### src/rtl/clock_divider_bank_pkg.sv
// Shared constants for the divider bank: default counter width, 100 MHz board
// half-periods and a helper converting a target frequency into a half-period.
package clk_div_pkg;

  localparam int CNT_W_DEF = 27;

  localparam int unsigned HALF_1HZ   = 50_000_000;
  localparam int unsigned HALF_10HZ  = 5_000_000;
  localparam int unsigned HALF_100HZ = 500_000;
  localparam int unsigned HALF_2KHZ  = 25_000;

  // Half-period in f_clk cycles; never returns 0 so the compare cannot underflow.
  function automatic int unsigned hz_to_half(input int unsigned f_clk,
                                             input int unsigned f_out);
    int unsigned half;
    half = (f_out == 32'd0) ? 32'd1 : f_clk / (32'd2 * f_out);
    return (half == 32'd0) ? 32'd1 : half;
  endfunction

endpackage

### src/rtl/clock_divider_bank_if.sv
// Control and output bundle of the divider bank; the bank is the slave side.
interface clock_divider_bank_if
  import clk_div_pkg::*;
#(
  parameter int NUM_CH = 4,
  parameter int CNT_W  = CNT_W_DEF
);
  localparam int CH_W = (NUM_CH > 1) ? $clog2(NUM_CH) : 1;

  logic [NUM_CH-1:0] en;
  logic              sync;
  logic              div_load;
  logic [CH_W-1:0]   div_ch;
  logic [CNT_W-1:0]  div_value;
  logic [NUM_CH-1:0] clk_out;
  logic [NUM_CH-1:0] tick;

  modport master (output en, sync, div_load, div_ch, div_value,
                  input  clk_out, tick);
  modport slave  (input  en, sync, div_load, div_ch, div_value,
                  output clk_out, tick);
endinterface

### src/rtl/clock_divider_bank_channel.sv
// One divider channel: half-period counter, shadow/active half-period pair,
// toggling output level and a registered rising-edge tick.
module clk_div_channel
  import clk_div_pkg::*;
#(
  parameter int CNT_W = CNT_W_DEF
) (
  input  logic             clk,
  input  logic             rst,
  input  logic             en,
  input  logic             sync,
  input  logic             load,
  input  logic [CNT_W-1:0] load_value,
  input  logic [CNT_W-1:0] half_init,
  output logic             clk_out,
  output logic             tick
);

  logic [CNT_W-1:0] cnt;
  logic [CNT_W-1:0] shadow;
  logic [CNT_W-1:0] active;
  logic [CNT_W-1:0] load_clamped;
  logic [CNT_W-1:0] init_clamped;
  logic [CNT_W-1:0] shadow_nxt;
  logic [CNT_W-1:0] last_cnt;
  logic             wrap;

  always_comb begin
    load_clamped = (load_value == '0) ? CNT_W'(1) : load_value;
    init_clamped = (half_init == '0) ? CNT_W'(1) : half_init;
    shadow_nxt   = load ? load_clamped : shadow;
    last_cnt     = active - CNT_W'(1);
    // >= rather than == keeps the counter bounded if a disabled-channel load
    // shrinks active below the frozen count.
    wrap         = en && (cnt >= last_cnt);
  end

  always_ff @(posedge clk or posedge rst) begin
    if (rst) begin
      cnt     <= '0;
      clk_out <= 1'b0;
      tick    <= 1'b0;
      shadow  <= init_clamped;
      active  <= init_clamped;
    end else if (sync) begin
      cnt     <= '0;
      clk_out <= 1'b0;
      tick    <= 1'b0;
      shadow  <= shadow_nxt;
      active  <= shadow_nxt;
    end else begin
      shadow <= shadow_nxt;
      if (en) begin
        if (wrap) begin
          cnt     <= '0;
          clk_out <= ~clk_out;
          tick    <= ~clk_out;
          active  <= shadow_nxt;
        end else begin
          cnt  <= cnt + CNT_W'(1);
          tick <= 1'b0;
        end
      end else begin
        tick <= 1'b0;
        if (load) active <= load_clamped;
      end
    end
  end

endmodule

### src/rtl/clock_divider_bank.sv
// Bank of NUM_CH independent 50%-duty dividers; decodes div_load/div_ch into
// per-channel load strobes and holds no state of its own.
module clock_divider_bank
  import clk_div_pkg::*;
#(
  parameter int NUM_CH = 4,
  parameter int CNT_W  = CNT_W_DEF,
  parameter logic [NUM_CH*CNT_W-1:0] HALF_INIT = {CNT_W'(HALF_1HZ), CNT_W'(HALF_10HZ),
                                                  CNT_W'(HALF_100HZ), CNT_W'(HALF_2KHZ)}
) (
  input  logic                 clk,
  input  logic                 rst,
  clock_divider_bank_if.slave  bus
);

  logic [NUM_CH-1:0] clk_out_v;
  logic [NUM_CH-1:0] tick_v;

  for (genvar i = 0; i < NUM_CH; i++) begin : g_ch
    logic load_i;
    // Indices at or above NUM_CH match no channel, so such loads vanish.
    assign load_i = bus.div_load && (int'(bus.div_ch) == i);

    clk_div_channel #(.CNT_W(CNT_W)) u_ch (
      .clk        (clk),
      .rst        (rst),
      .en         (bus.en[i]),
      .sync       (bus.sync),
      .load       (load_i),
      .load_value (bus.div_value),
      .half_init  (HALF_INIT[i*CNT_W +: CNT_W]),
      .clk_out    (clk_out_v[i]),
      .tick       (tick_v[i])
    );
  end

  assign bus.clk_out = clk_out_v;
  assign bus.tick    = tick_v;

endmodule
### src/flat_wrapper.sv
// flat-port wrapper written by rule: the top's interface ports become plain ports
module clock_divider_bank_flat import clk_div_pkg::*;
#(
  parameter int NUM_CH = 4,
  parameter int CNT_W  = CNT_W_DEF,
  parameter logic [NUM_CH*CNT_W-1:0] HALF_INIT = {CNT_W'(HALF_1HZ), CNT_W'(HALF_10HZ),
                                                  CNT_W'(HALF_100HZ), CNT_W'(HALF_2KHZ)}
)
  (clk, rst, bus_en, bus_sync, bus_div_load, bus_div_ch, bus_div_value, bus_clk_out, bus_tick);
  clock_divider_bank_if #(.NUM_CH(NUM_CH), .CNT_W(CNT_W)) bus_i ();
  input  logic clk;
  input  logic rst;
  input wire logic [$bits(bus_i.en)-1:0] bus_en;
  input wire logic [$bits(bus_i.sync)-1:0] bus_sync;
  input wire logic [$bits(bus_i.div_load)-1:0] bus_div_load;
  input wire logic [$bits(bus_i.div_ch)-1:0] bus_div_ch;
  input wire logic [$bits(bus_i.div_value)-1:0] bus_div_value;
  output wire logic [$bits(bus_i.clk_out)-1:0] bus_clk_out;
  output wire logic [$bits(bus_i.tick)-1:0] bus_tick;
  assign bus_i.en = bus_en;
  assign bus_i.sync = bus_sync;
  assign bus_i.div_load = bus_div_load;
  assign bus_i.div_ch = bus_div_ch;
  assign bus_i.div_value = bus_div_value;
  assign bus_clk_out = bus_i.clk_out;
  assign bus_tick = bus_i.tick;
  clock_divider_bank #(.NUM_CH(NUM_CH), .CNT_W(CNT_W), .HALF_INIT(HALF_INIT)) u_core (.clk(clk), .rst(rst), .bus(bus_i));
endmodule
### config.mk
export PLATFORM = sky130hd
export DESIGN_NAME = clock_divider_bank_flat
export DESIGN_NICKNAME = d
export VERILOG_FILES = /design/src/rtl/clock_divider_bank_pkg.sv /design/src/rtl/clock_divider_bank_if.sv /design/src/rtl/clock_divider_bank_channel.sv /design/src/rtl/clock_divider_bank.sv /design/src/flat_wrapper.sv
export SDC_FILE = /design/constraint.sdc
export NUM_CORES = 1
export LEC_CHECK = 0
export ABC_AREA = 1
export CORE_MARGIN = 3
export CORE_UTILIZATION = 55
export DETAILED_ROUTE_END_ITERATION = 10
export PLACE_DENSITY = 0.72
export SYNTH_ARGS = -nofsm -noshare
export SYNTH_HDL_FRONTEND = slang
export SYNTH_SLANG_ARGS = --single-unit
### constraint.sdc
create_clock -name clk -period 20.2 [get_ports clk]
set_input_delay 4.04 -clock clk [delete_from_list [all_inputs] [get_ports clk]]
set_output_delay 4.04 -clock clk [all_outputs]
set_load 0.1 [all_outputs]
==> results of run 1 <==
## Yosys cell counts (2+ instances only)
cell type	n
a21oi_1	45
clkbuf_1	29
nor2_2	20
buf_1	7
and2_1	5
nor2_4	11
buf_4	19
or2_2	5
o21ai_1	56
a31oi_1	2
nand3b_1	2
nand3_1	147
o22ai_1	16
o21bai_1	7
nand4_2	2
ha_1	116
nand2_2	13
nand3_4	2
dfstp_2	66
nor3_4	6
xor2_1	107
nand2_1	839
buf_6	11
o21ai_2	70
buf_2	37
xnor2_1	46
o21a_1	5
o22ai_2	10
nand3_2	16
nor4_1	12
nor3_2	4
nor3_1	54
dfrtp_1	266
inv_1	259
inv_2	13
nand2_4	5
o21ai_0	129
nand4_1	116
a21o_1	11
nor2_1	252
## layer usage
metal | up-vias | share of wire (%)
li1 | 9295 | -
met1 | 8753 | 45
met2 | 391 | 47
met3 | 68 | 6.0
met4 | 0 | 1.9
met5 | - | 0
## how the worst max path moves through the flow
stage                     cells past startpoint  slack, ns  startpoint                                   endpoint
after detailed placement                      4      13.04         rst     u_core.g_ch[3].u_ch.cnt[4]$_DFFE_PP0P_
after global routing                          4      13.31         rst     u_core.g_ch[3].u_ch.cnt[5]$_DFFE_PP0P_
final                                         4      13.75         rst     u_core.g_ch[3].u_ch.cnt[4]$_DFFE_PP0P_
after floorplan                               1       7.07         rst  u_core.g_ch[0].u_ch.active[0]$_DFFE_PP0P_
after global placement                        4      13.11         rst    u_core.g_ch[3].u_ch.cnt[13]$_DFFE_PP0P_
after CTS                                     4      13.61         rst     u_core.g_ch[3].u_ch.cnt[4]$_DFFE_PP0P_
## stage by stage
step / worst slack [ns] / utilization (%)
floorplan: 7.07 / -
global placement: 13.11 / 57.5
detailed placement: 13.04 / 57.5
CTS: 13.61 / 60.7
global route: 13.31 / 60.7
finish: 13.75 / 60.7
## registers in the layout, summed over array words and instances (netlist names)
| signal | count |
|---|---|
| u_core.g_ch.u_ch.clk_out | 4 |
| u_core.g_ch.u_ch.cnt | 108 |
| u_core.g_ch.u_ch.active | 108 |
| u_core.g_ch.u_ch.shadow | 108 |
| u_core.g_ch.u_ch.tick | 4 |
## report_power, final
group / internal [uW] / switching, uW / total (uW)
Sequential: 757 / 62.2 / 819
Clock: 416 / 279 / 695
Combinational: 156 / 275 / 431
## tightest hold or removal path, delay by kind of cell, from the launching register on
family / cells / cell delay [ns]
and+or+nand+nor: 1 / 0.06
AOI/OAI and AO/OA: 1 / 0.06
DFF: 1 / 0.32
## cell families after synthesis
group,share of synthesized area (%)
AOI/OAI and AO/OA,10.0
DFF,38.6
adders and majority gates,6.68
and+or+nand+nor,31.0
buffers and inverters,7.43
xor gates and xnor gates,6.17
## layout make-up
| type | instances | area (sq um) | share of cell area, % |
|---|---|---|---|
| clock buffer | 56 | 1170 | 4.97 |
| clock inverter | 13 | 101 | 0.430 |
| inverter | 272 | 1030 | 4.36 |
| multi-input combinational | 2134 | 11700 | 49.7 |
| sequential | 332 | 8390 | 35.6 |
| tap | 518 | 648 | 2.75 |
| timing repair buffer | 56 | 531 | 2.25 |
==> impl_results.md, run 1 <==
* Status: complete, no violations
* DR pass1 iterations at 7
* CTS tree: done
* Leak Pwr at 0.0113 uW
* R2R cell count at 19
* Setup-failing EPs final at 0
* Met3 Usage GRT at 5.69%
* Num rows at 72
* Longest Clk Path Bufs at 3
* Syn Inst Count at 2842
* Register bit total from synthesis at 332
* Crit Path Category: input pin to asynchronous set/reset pin
* Gpl congestion at 0.895
* Vias in the first global route at 17468
* Nets at 2987
* Top FF cell, synth: dfrtp_1
* Wirelength, routed at 51600 microns
* Hold wc startpoint: u_core.g_ch[1].u_ch.shadow[19]$_DFF_PP0_
* CP max stage cell: buf_4
* CP cell instances: clkdlybuf4s50_1, inv_8, buf_4, buf_4
* Antenna Violating Nets Remaining at 0
* Pin count of the biggest net entering global routing at 116
* CTS sink count at 332
* Commonest non-fill, non-tap cells in the layout: nand2_1, dfrtp_1, inv_1
* Total clock buffers created by CTS at 38
* Hold Path Class: register to register
* First-pass GRT wire length at 86400 microns
* FFs w/ async S/R, synth at 100%
* Layout cells sized above 1 at 11.2%
* Postcts setup bufs at 0
* CP most frequent cell: buf_4
* Share of the synthesized area in the top cell type at 30.7%
* Buffers & Inverters on Critical Path at 4
* Gr busiest metal: met2
* Post-synthesis cell type count at 44
* Clock Skew at 0.0211 ns
* # placed instances at 3312
* DP Wirelength at 36400 microns
* R2r setup slk at 15.83 ns
* Layout fillers at 3459
* Hold endpoint: u_core.g_ch[1].u_ch.shadow[19]$_DFF_PP0_
* Initial antenna violation count at 0
* Non-filler cells, final at 3381
* Unrepaired setup endpoints after global routing: no
* GRT Overall Usage at 24.8%
* Area grow syn2layout at 8.60%
* Gr ovfl total at 0
* Die X at 205 microns
* Post-synth top area cell: dfrtp_1
* Delay-heaviest family, CP: buffers and inverters
* Initial Utilization at 55.9%
* Final instance area at 0.0236 sq mm
* Tot Pwr at 1950 uW
* Port bufs at 44
* H-Tree Depth at 2
* Slowest stage delay, CP at 0.89 ns
* Diode count at 0
* CP max FO at 115
* Syn_nets at 2995
* Die Area at 0.0419 sq mm
* Die Y at 205 microns
* Placed cell area at 0.0223 sq mm
* DR DRC count at 0
* Final number of hold-violating endpoints at 0
* R2R Path Start: u_core.g_ch[3].u_ch.active[0]$_DFFE_PP0P_
* Post-cts resize count at 0
* Slew HR at 27.9%
* Clock Latency Late Sink at 0.54 ns
* Number of enable flip-flop cells after synthesis at 0
* Avg Vias per Cell at 5.47
* Startpoint Class: input pin
* CORE AREA at 0.0388 sq mm
* FF-to-FF End: u_core.g_ch[3].u_ch.active[5]$_DFFE_PP0P_
* Worst-path clk slew at 0.06 ns
* Tcrit/Tclk final at 31.9%
* Grt met2 use at 41.4%
* YS warnings at 0
* Period minus WS final at 6.45 ns
* Ports at 45
* PwrDens at 82.5 mW/mm^2
* Fmax at 155 MHz
* Maximum vdd ir drop at 0.0000943 V
* Starting DRC count in detailed routing at 1186
* Mapped Area at 0.0217 sq mm
* Syn Area/Cell at 7.64 sq um
* Sequential fraction of the synthesis area at 38.6%
* Drt wl/cell at 15.3 microns
* Worst hold slack at 0.469 ns
* Worst Setup End Kind: asynchronous set/reset pin
* Root buf cell: clkbuf_16
* Worst hold stages at 2
* Most common cell after layout, fill and taps aside: nand2_1
* CP arrival at 6.97 ns
* Setup TNS at 0 ns
* Dominant cells by area after synthesis: dfrtp_1, nand2_1, dfstp_2
* Critical Path RT at 20.72 ns
* MaxCap Viol Count at 0
* # hold bufs at CTS at 0
* Grt met1 use at 33.0%
* Least-Margin Pin Slew at 1.08 ns
* Max-slew violations at 0
* Vias post-DR at 18507
Note: power is estimated with default switching activity, not from simulation.
==> inputs of run 2 (changes only) <==
- PLACE_DENSITY: 0.72 -> 0.75
- clock period: 20.2 -> 5.8 ns (I/O delays scaled with it)
==> run 2 against run 1 <==
- critical endpoint is now u_core.g_ch[3].u_ch.active[14]$_DFFE_PP1P_
- cell area up 0.27%
- routed wire length is 1.0% higher
- critical path depth rose by 14
==> impl_results.md, run 2 (synthesis gave the netlist of run 1 again) <==
* Status: complete, no violations
* Initial antenna violation count at 0 (unchanged)
* Root buf cell: clkbuf_16
* Drt wl/cell at 15.4 microns (+0.98%)
* Wirelength, routed at 52100 microns (+1.0%)
* DR DRC count at 0 (unchanged)
* Diode count at 0 (unchanged)
* Buffers & Inverters on Critical Path at 1 (-3)
* GRT Overall Usage at 25.1% (+0.23 points)
* Tcrit/Tclk final at 70.9%
* CTS sink count at 332 (unchanged)
* Delay-heaviest family, CP: simple AND/OR/NAND/NOR gates
* Nets at 2988 (+0.033%)
* Avg Vias per Cell at 5.51 (+0.72%)
* Port bufs at 44 (unchanged)
* Startpoint Class: register
* Longest Clk Path Bufs at 3 (unchanged)
* CP max FO at 31 (-73%)
* Unrepaired setup endpoints after global routing: no
* Post-layout util at 60.9% (+0.16 points)
* Die Y at 205 microns (unchanged)
* Hold Path Class: register to register
* MaxCap Viol Count at 0 (unchanged)
* CP most frequent cell: nand2_1
* Commonest non-fill, non-tap cells in the layout: nand2_1, dfrtp_1, inv_1
* # hold bufs at CTS at 0 (unchanged)
* Gr ovfl total at 0 (unchanged)
* Slew HR at 26.3% (-1.6 points)
* Clock Latency Late Sink at 0.55 ns (about the same)
* Slowest stage delay, CP at 0.66 ns (-0.23 ns)
* Setup TNS at 0 ns (unchanged)
* Biggest regs: u_core.g_ch.u_ch.active: 108 flops, u_core.g_ch.u_ch.cnt: 108 flops, u_core.g_ch.u_ch.shadow: 108 flops
* Ports at 45 (unchanged)
* Layout cells sized above 1 at 11.1% (-0.039 points)
* Die Area at 0.0419 sq mm (unchanged)
* Postcts setup bufs at 0 (unchanged)
* Final instance area at 0.0236 sq mm (+0.27%)
* Critical Path RT at 6.29 ns (-14.43 ns)
* Worst Setup End Kind: register
* Worst-path clk slew at 0.06 ns (about the same)
* Initial Utilization at 55.9% (unchanged)
* Total clock buffers created by CTS at 38 (unchanged)
* Final number of hold-violating endpoints at 0 (unchanged)
* Period minus WS final at 4.11 ns
* Fmax at 243 MHz
* Num rows at 72 (unchanged)
* Vias in the first global route at 17760 (+1.7%)
* DR pass1 iterations at 6 (-1)
* DP Wirelength at 36700 microns (+0.62%)
* Die X at 205 microns (unchanged)
* Setup-failing EPs final at 0 (unchanged)
* CORE AREA at 0.0388 sq mm (unchanged)
* Crit Path Category: register to register
* Placed cell area at 0.0223 sq mm (+0.13%)
* Setup ws final at 1.69 ns (-12.06 ns)
* Starting DRC count in detailed routing at 1440 (+21%)
* Vias post-DR at 18645 (+0.75%)
* Antenna Violating Nets Remaining at 0 (unchanged)
* CP cell instances: inv_1, ha_1, nand2_2, nor2_4, nand4_1, nor4_1, nand2_1, a22oi_1, ha_1, a21oi_1, o21ai_1, nand2_1, nand2_1, a21oi_1, nand4_2, nand2_4, nand2_1, nand2_1
* Place WS at 1.72 ns (-11.32 ns)
* H-Tree Depth at 2 (unchanged)
* Max-slew violations at 0 (unchanged)
* Clock Skew at 0.0231 ns (+0.00205 ns)
* Least-Margin Pin Slew at 1.10 ns (+0.0242 ns)
* Post-cts resize count at 0 (unchanged)
* CP max stage cell: nand4_2
* Maximum vdd ir drop at 0.000308 V (+230%)
* Tot Pwr at 6900 uW (+250%)
* CP arrival at 4.61 ns (-2.36 ns)
* Gpl congestion at 0.909 (+1.6%)
* Leak Pwr at 0.0113 uW (+0.18%)
* Pin count of the biggest net entering global routing at 156 (+34%)
* Area grow syn2layout at 8.89%
* Most common cell after layout, fill and taps aside: nand2_1
* PwrDens at 292 mW/mm^2 (+250%)
* First-pass GRT wire length at 87500 microns (+1.3%)
* Layout fillers at 3385 (-2.1%)
* CTS tree: done
[run 2: cell types whose count changed in the layout (fill, tap and decap cells not counted), sizes merged]
cell,previous run,this run
buf,12,13
bufinv,1,4
clkinv,9,7
inv,272,271
[run 2: stage by stage]
stage	hold slack (ns)	cells
2_1_floorplan	0.442	2842
3_3_place_gp	0.451	3313
3_5_place_dp	0.456	3313
4_1_cts	0.471	3382
5_1_grt	0.481	3382
6_report	0.468	3382
[run 2: path summary, 6_finish.rpt]
kind                                                           startpoint                                          to  slack [ns]  cells past startpoint
min in group asynchronous                                             rst      u_core.g_ch[1].u_ch.cnt[6]$_DFFE_PP0P_        1.19                      2
max in group asynchronous                                             rst  u_core.g_ch[2].u_ch.active[13]$_DFFE_PP0P_        3.28                      3
worst min register to register   u_core.g_ch[2].u_ch.shadow[21]$_DFF_PP0_    u_core.g_ch[2].u_ch.shadow[21]$_DFF_PP0_        0.47                      2
worst max-delay path            u_core.g_ch[3].u_ch.active[0]$_DFFE_PP0P_  u_core.g_ch[3].u_ch.active[14]$_DFFE_PP1P_        1.69                     18
worst min-delay path             u_core.g_ch[2].u_ch.shadow[21]$_DFF_PP0_    u_core.g_ch[2].u_ch.shadow[21]$_DFF_PP0_        0.47                      2
worst max register to register  u_core.g_ch[3].u_ch.active[0]$_DFFE_PP0P_  u_core.g_ch[3].u_ch.active[14]$_DFFE_PP1P_        1.69                     18
[run 2: tightest hold or removal path: stages, from the launching register on]
cell and delay, ns:
dfrtp_1 0.32, nand2_1 0.06, o21ai_2 0.06
[run 2: cell type report]
cell class,instances,area [sq um],area share (%)
Clock buffer,56,1130,4.78
Inverter,272,1020,4.33
Multi-Input combinational cell,2134,11700,49.5
Tap cell,518,648,2.74
Timing Repair Buffer,57,563,2.38
Clock inverter,13,178,0.751
Sequential cell,332,8390,35.5
[run 2: where the power goes]
part	internal [uW]	switching [uW]
clock	1530	991
combinational	548	973
sequential	2630	219
total	4710	2180
[run 2: per-layer routing]
layer	routed length [microns]	track usage, %
met1	23500	34.0
met2	24600	42.0
met3	2890	3.92
met4	1010	6.51
met5	0	0
==> inputs of run 3 (changes only) <==
- PLACE_DENSITY: 0.75 -> 0.72
- clock period: 5.8 -> 3.95 ns (I/O delays scaled with it)
==> run 3 against run 2 <==
- final cell count up 1.0%
- first-iteration DRC count fell by 13%
- cell area increased by 1.0%
- combinational power up 49%
- sequential power is 47% higher
- die area unchanged
- largest power group unchanged
- highest routed layer unchanged
==> impl_results.md, run 3 (synthesis gave the netlist of run 1 again) <==
* First-pass GRT wire length at 91200 microns (+4.2%)
* CTS tree: done
* Most common cell after layout, fill and taps aside: nand2_1
* DP Wirelength at 38700 microns (+5.7%)
* Port bufs at 44 (unchanged)
* Tcrit/Tclk final at 90.9% (+20 points)
* Total clock buffers created by CTS at 39 (+2.6%)
* Die Area at 0.0419 sq mm (unchanged)
* Flop pwr share at 41.5% (about the same)
* Root buf cell: clkbuf_16
* Final instance area at 0.0239 sq mm (+1.0%)
* Net Sw Frac at 31.9% (+0.28 points)
* Commonest non-fill, non-tap cells in the layout: nand2_1, dfrtp_1, inv_1
* Gr busiest metal: met2
* Placed cell area at 0.0226 sq mm (+1.2%)
* Initial antenna violation count at 0 (unchanged)
* Period minus WS final at 3.59 ns (-0.524 ns)
* Biggest regs: u_core.g_ch.u_ch.active: 108 flops, u_core.g_ch.u_ch.cnt: 108 flops, u_core.g_ch.u_ch.shadow: 108 flops
* Longest Clk Path Bufs at 3 (unchanged)
* Hold Path Class: register to register
* Ports at 45 (unchanged)
* Drt wl/cell at 15.9 microns (+3.1%)
* Worst Setup End Kind: register
* Gr ovfl total at 0 (unchanged)
* Worst-path clk slew at 0.06 ns (about the same)
* Wirelength, routed at 54300 microns (+4.2%)
* Clock Skew at 0.0119 ns (-0.0112 ns)
* Gpl congestion at 0.921 (+1.3%)
* H-Tree Depth at 2 (unchanged)
* P_sw at 3240 uW (+48%)
* Postcts setup bufs at 0 (unchanged)
* Max-slew violations at 0 (unchanged)
* Fmax at 279 MHz (+15%)
* DR pass1 iterations at 6 (unchanged)
* Die Y at 205 microns (unchanged)
* Critical Path RT at 4.38 ns (-1.91 ns)
* Nets at 3022 (+1.1%)
* CP arrival at 4.02 ns (-0.59 ns)
* Gate power share at 22.3% (+0.2 points)
* Place WS at 0.368 ns (-1.35 ns)
* Least-Margin Pin Slew at 1.06 ns (-0.0410 ns)
* Slew HR at 29.1% (+2.8 points)
* CORE AREA at 0.0388 sq mm (unchanged)
* GRT Overall Usage at 26.3% (+1.2 points)
* Leak Pwr at 0.0114 uW (+1.4%)
* Grt met1 use at 35.1% (+1.1 points)
* CTS sink count at 332 (unchanged)
* Internal power at 6900 uW (+46%)
* Vias in the first global route at 18490 (+4.1%)
* Vias post-DR at 19005 (+1.9%)
* Maximum vdd ir drop at 0.000317 V (+3.2%)
* Met3 Usage GRT at 4.39% (+0.46 points)
* Starting DRC count in detailed routing at 1251 (-13%)
* Grt met2 use at 43.9% (+1.9 points)
* Pin count of the biggest net entering global routing at 155 (-0.64%)
* Final number of hold-violating endpoints at 0 (unchanged)
* Startpoint Class: register
* CP max FO at 27 (-13%)
* MaxCap Viol Count at 0 (unchanged)
* Layout cells sized above 1 at 12.1% (+1.0 points)
* Avg Vias per Cell at 5.56 (+0.89%)
* Setup ws final at 0.361 ns (-1.33 ns)
* Initial Utilization at 55.9% (unchanged)
* Area grow syn2layout at 10.0%
* Setup-failing EPs final at 0 (unchanged)
* Crit Path Category: register to register
* Die X at 205 microns (unchanged)
* Unrepaired setup endpoints after global routing: no
* DR DRC count at 0 (unchanged)
* Clock Latency Late Sink at 0.55 ns (about the same)
* Antenna Violating Nets Remaining at 0 (unchanged)
* Clock power frac at 36.2% (-0.4 points)
* Num rows at 72 (unchanged)
* PwrDens at 424 mW/mm^2 (+45%)
* Diode count at 0 (unchanged)
* Setup TNS at 0 ns (unchanged)
* Status: complete, no violations
==> run 3: cell types whose count changed in the layout (fill, tap and decap cells not counted), sizes merged <==
cell	change
buf	+33
clkinv	+5
clkbuf	-3
==> run 3: final cells by class <==
type                    count  area, sq um
clock buffers              53         1090
clock inverters            18          199
flip-flops and latches    332         8390
well taps                 518          648
repair buffers             90          823
fillers                  3449        14900
inverters                 272         1020
multi-input cells        2134        11700
==> run 3: final timing paths <==
check	slack, ns	start	to	depth (start not counted)
hold / removal	0.47	u_core.g_ch[1].u_ch.shadow[21]$_DFF_PP0_	u_core.g_ch[1].u_ch.shadow[21]$_DFF_PP0_	2
hold reg to reg	0.47	u_core.g_ch[1].u_ch.shadow[21]$_DFF_PP0_	u_core.g_ch[1].u_ch.shadow[21]$_DFF_PP0_	2
max in group asynchronous	2.40	rst	u_core.g_ch[3].u_ch.shadow[24]$_DFF_PP0_	3
setup reg to reg	0.36	u_core.g_ch[3].u_ch.active[0]$_DFFE_PP0P_	u_core.g_ch[3].u_ch.active[24]$_DFFE_PP0P_	18
setup / recovery	0.36	u_core.g_ch[3].u_ch.active[0]$_DFFE_PP0P_	u_core.g_ch[3].u_ch.active[24]$_DFFE_PP0P_	18
min in group asynchronous	0.80	rst	u_core.g_ch[0].u_ch.tick$_DFF_PP0_	3
==> run 3: through the flow <==
stage | util, % | std cells | hold WS (ns) | power [uW]
global placement | 58.2 | 3346 | 0.452 | 6400
CTS | 61.5 | 3417 | 0.470 | 10200
floorplan | - | 2842 | 0.442 | 5910
detailed placement | 58.2 | 3346 | 0.455 | 6490
finish | 61.5 | 3417 | 0.470 | 10100
global route | 61.5 | 3417 | 0.486 | 10700
==> run 3: metal layers <==
| metal | part of all wire [%] | vias up |
|---|---|---|
| li1 | - | 9357 |
| met1 | 45 | 9061 |
| met2 | 47 | 474 |
| met3 | 5.4 | 113 |
| met4 | 2.6 | 0 |
| met5 | 0 | - |
==> run 3: power by group through the flow <==
stage	logic (uW)	registers (uW)	clock network, uW
2_1_floorplan	1770	4150	0
3_3_place_gp	2170	4240	0
3_5_place_dp	2250	4250	0
4_1_cts	2260	4200	3750
5_1_grt	2590	4250	3870
6_report	2260	4200	3670
==> run 3: repair_timing <==
item                                    in CTS  in global routing
endpoints found under the setup margin       0                  3
resized for setup                            0                  1
hold buffers                                 0                  0
==> run 3: worst max-delay path: stages, from the launching register on <==
cell     delay, ns
dfrtp_1       0.38
inv_1         0.12
ha_1          0.22
nand2_2       0.11
nor2_4        0.17
nand4_1       0.14
nor2_2        0.19
nand2_1       0.09
nor2_2        0.12
nand2_1       0.09
xor2_1        0.15
ha_1          0.31
nand3_1       0.10
nor3_1        0.29
nand4_1       0.23
nand4_2       0.34
nand2_4       0.24
nand2_1       0.12
nand2_1       0.06
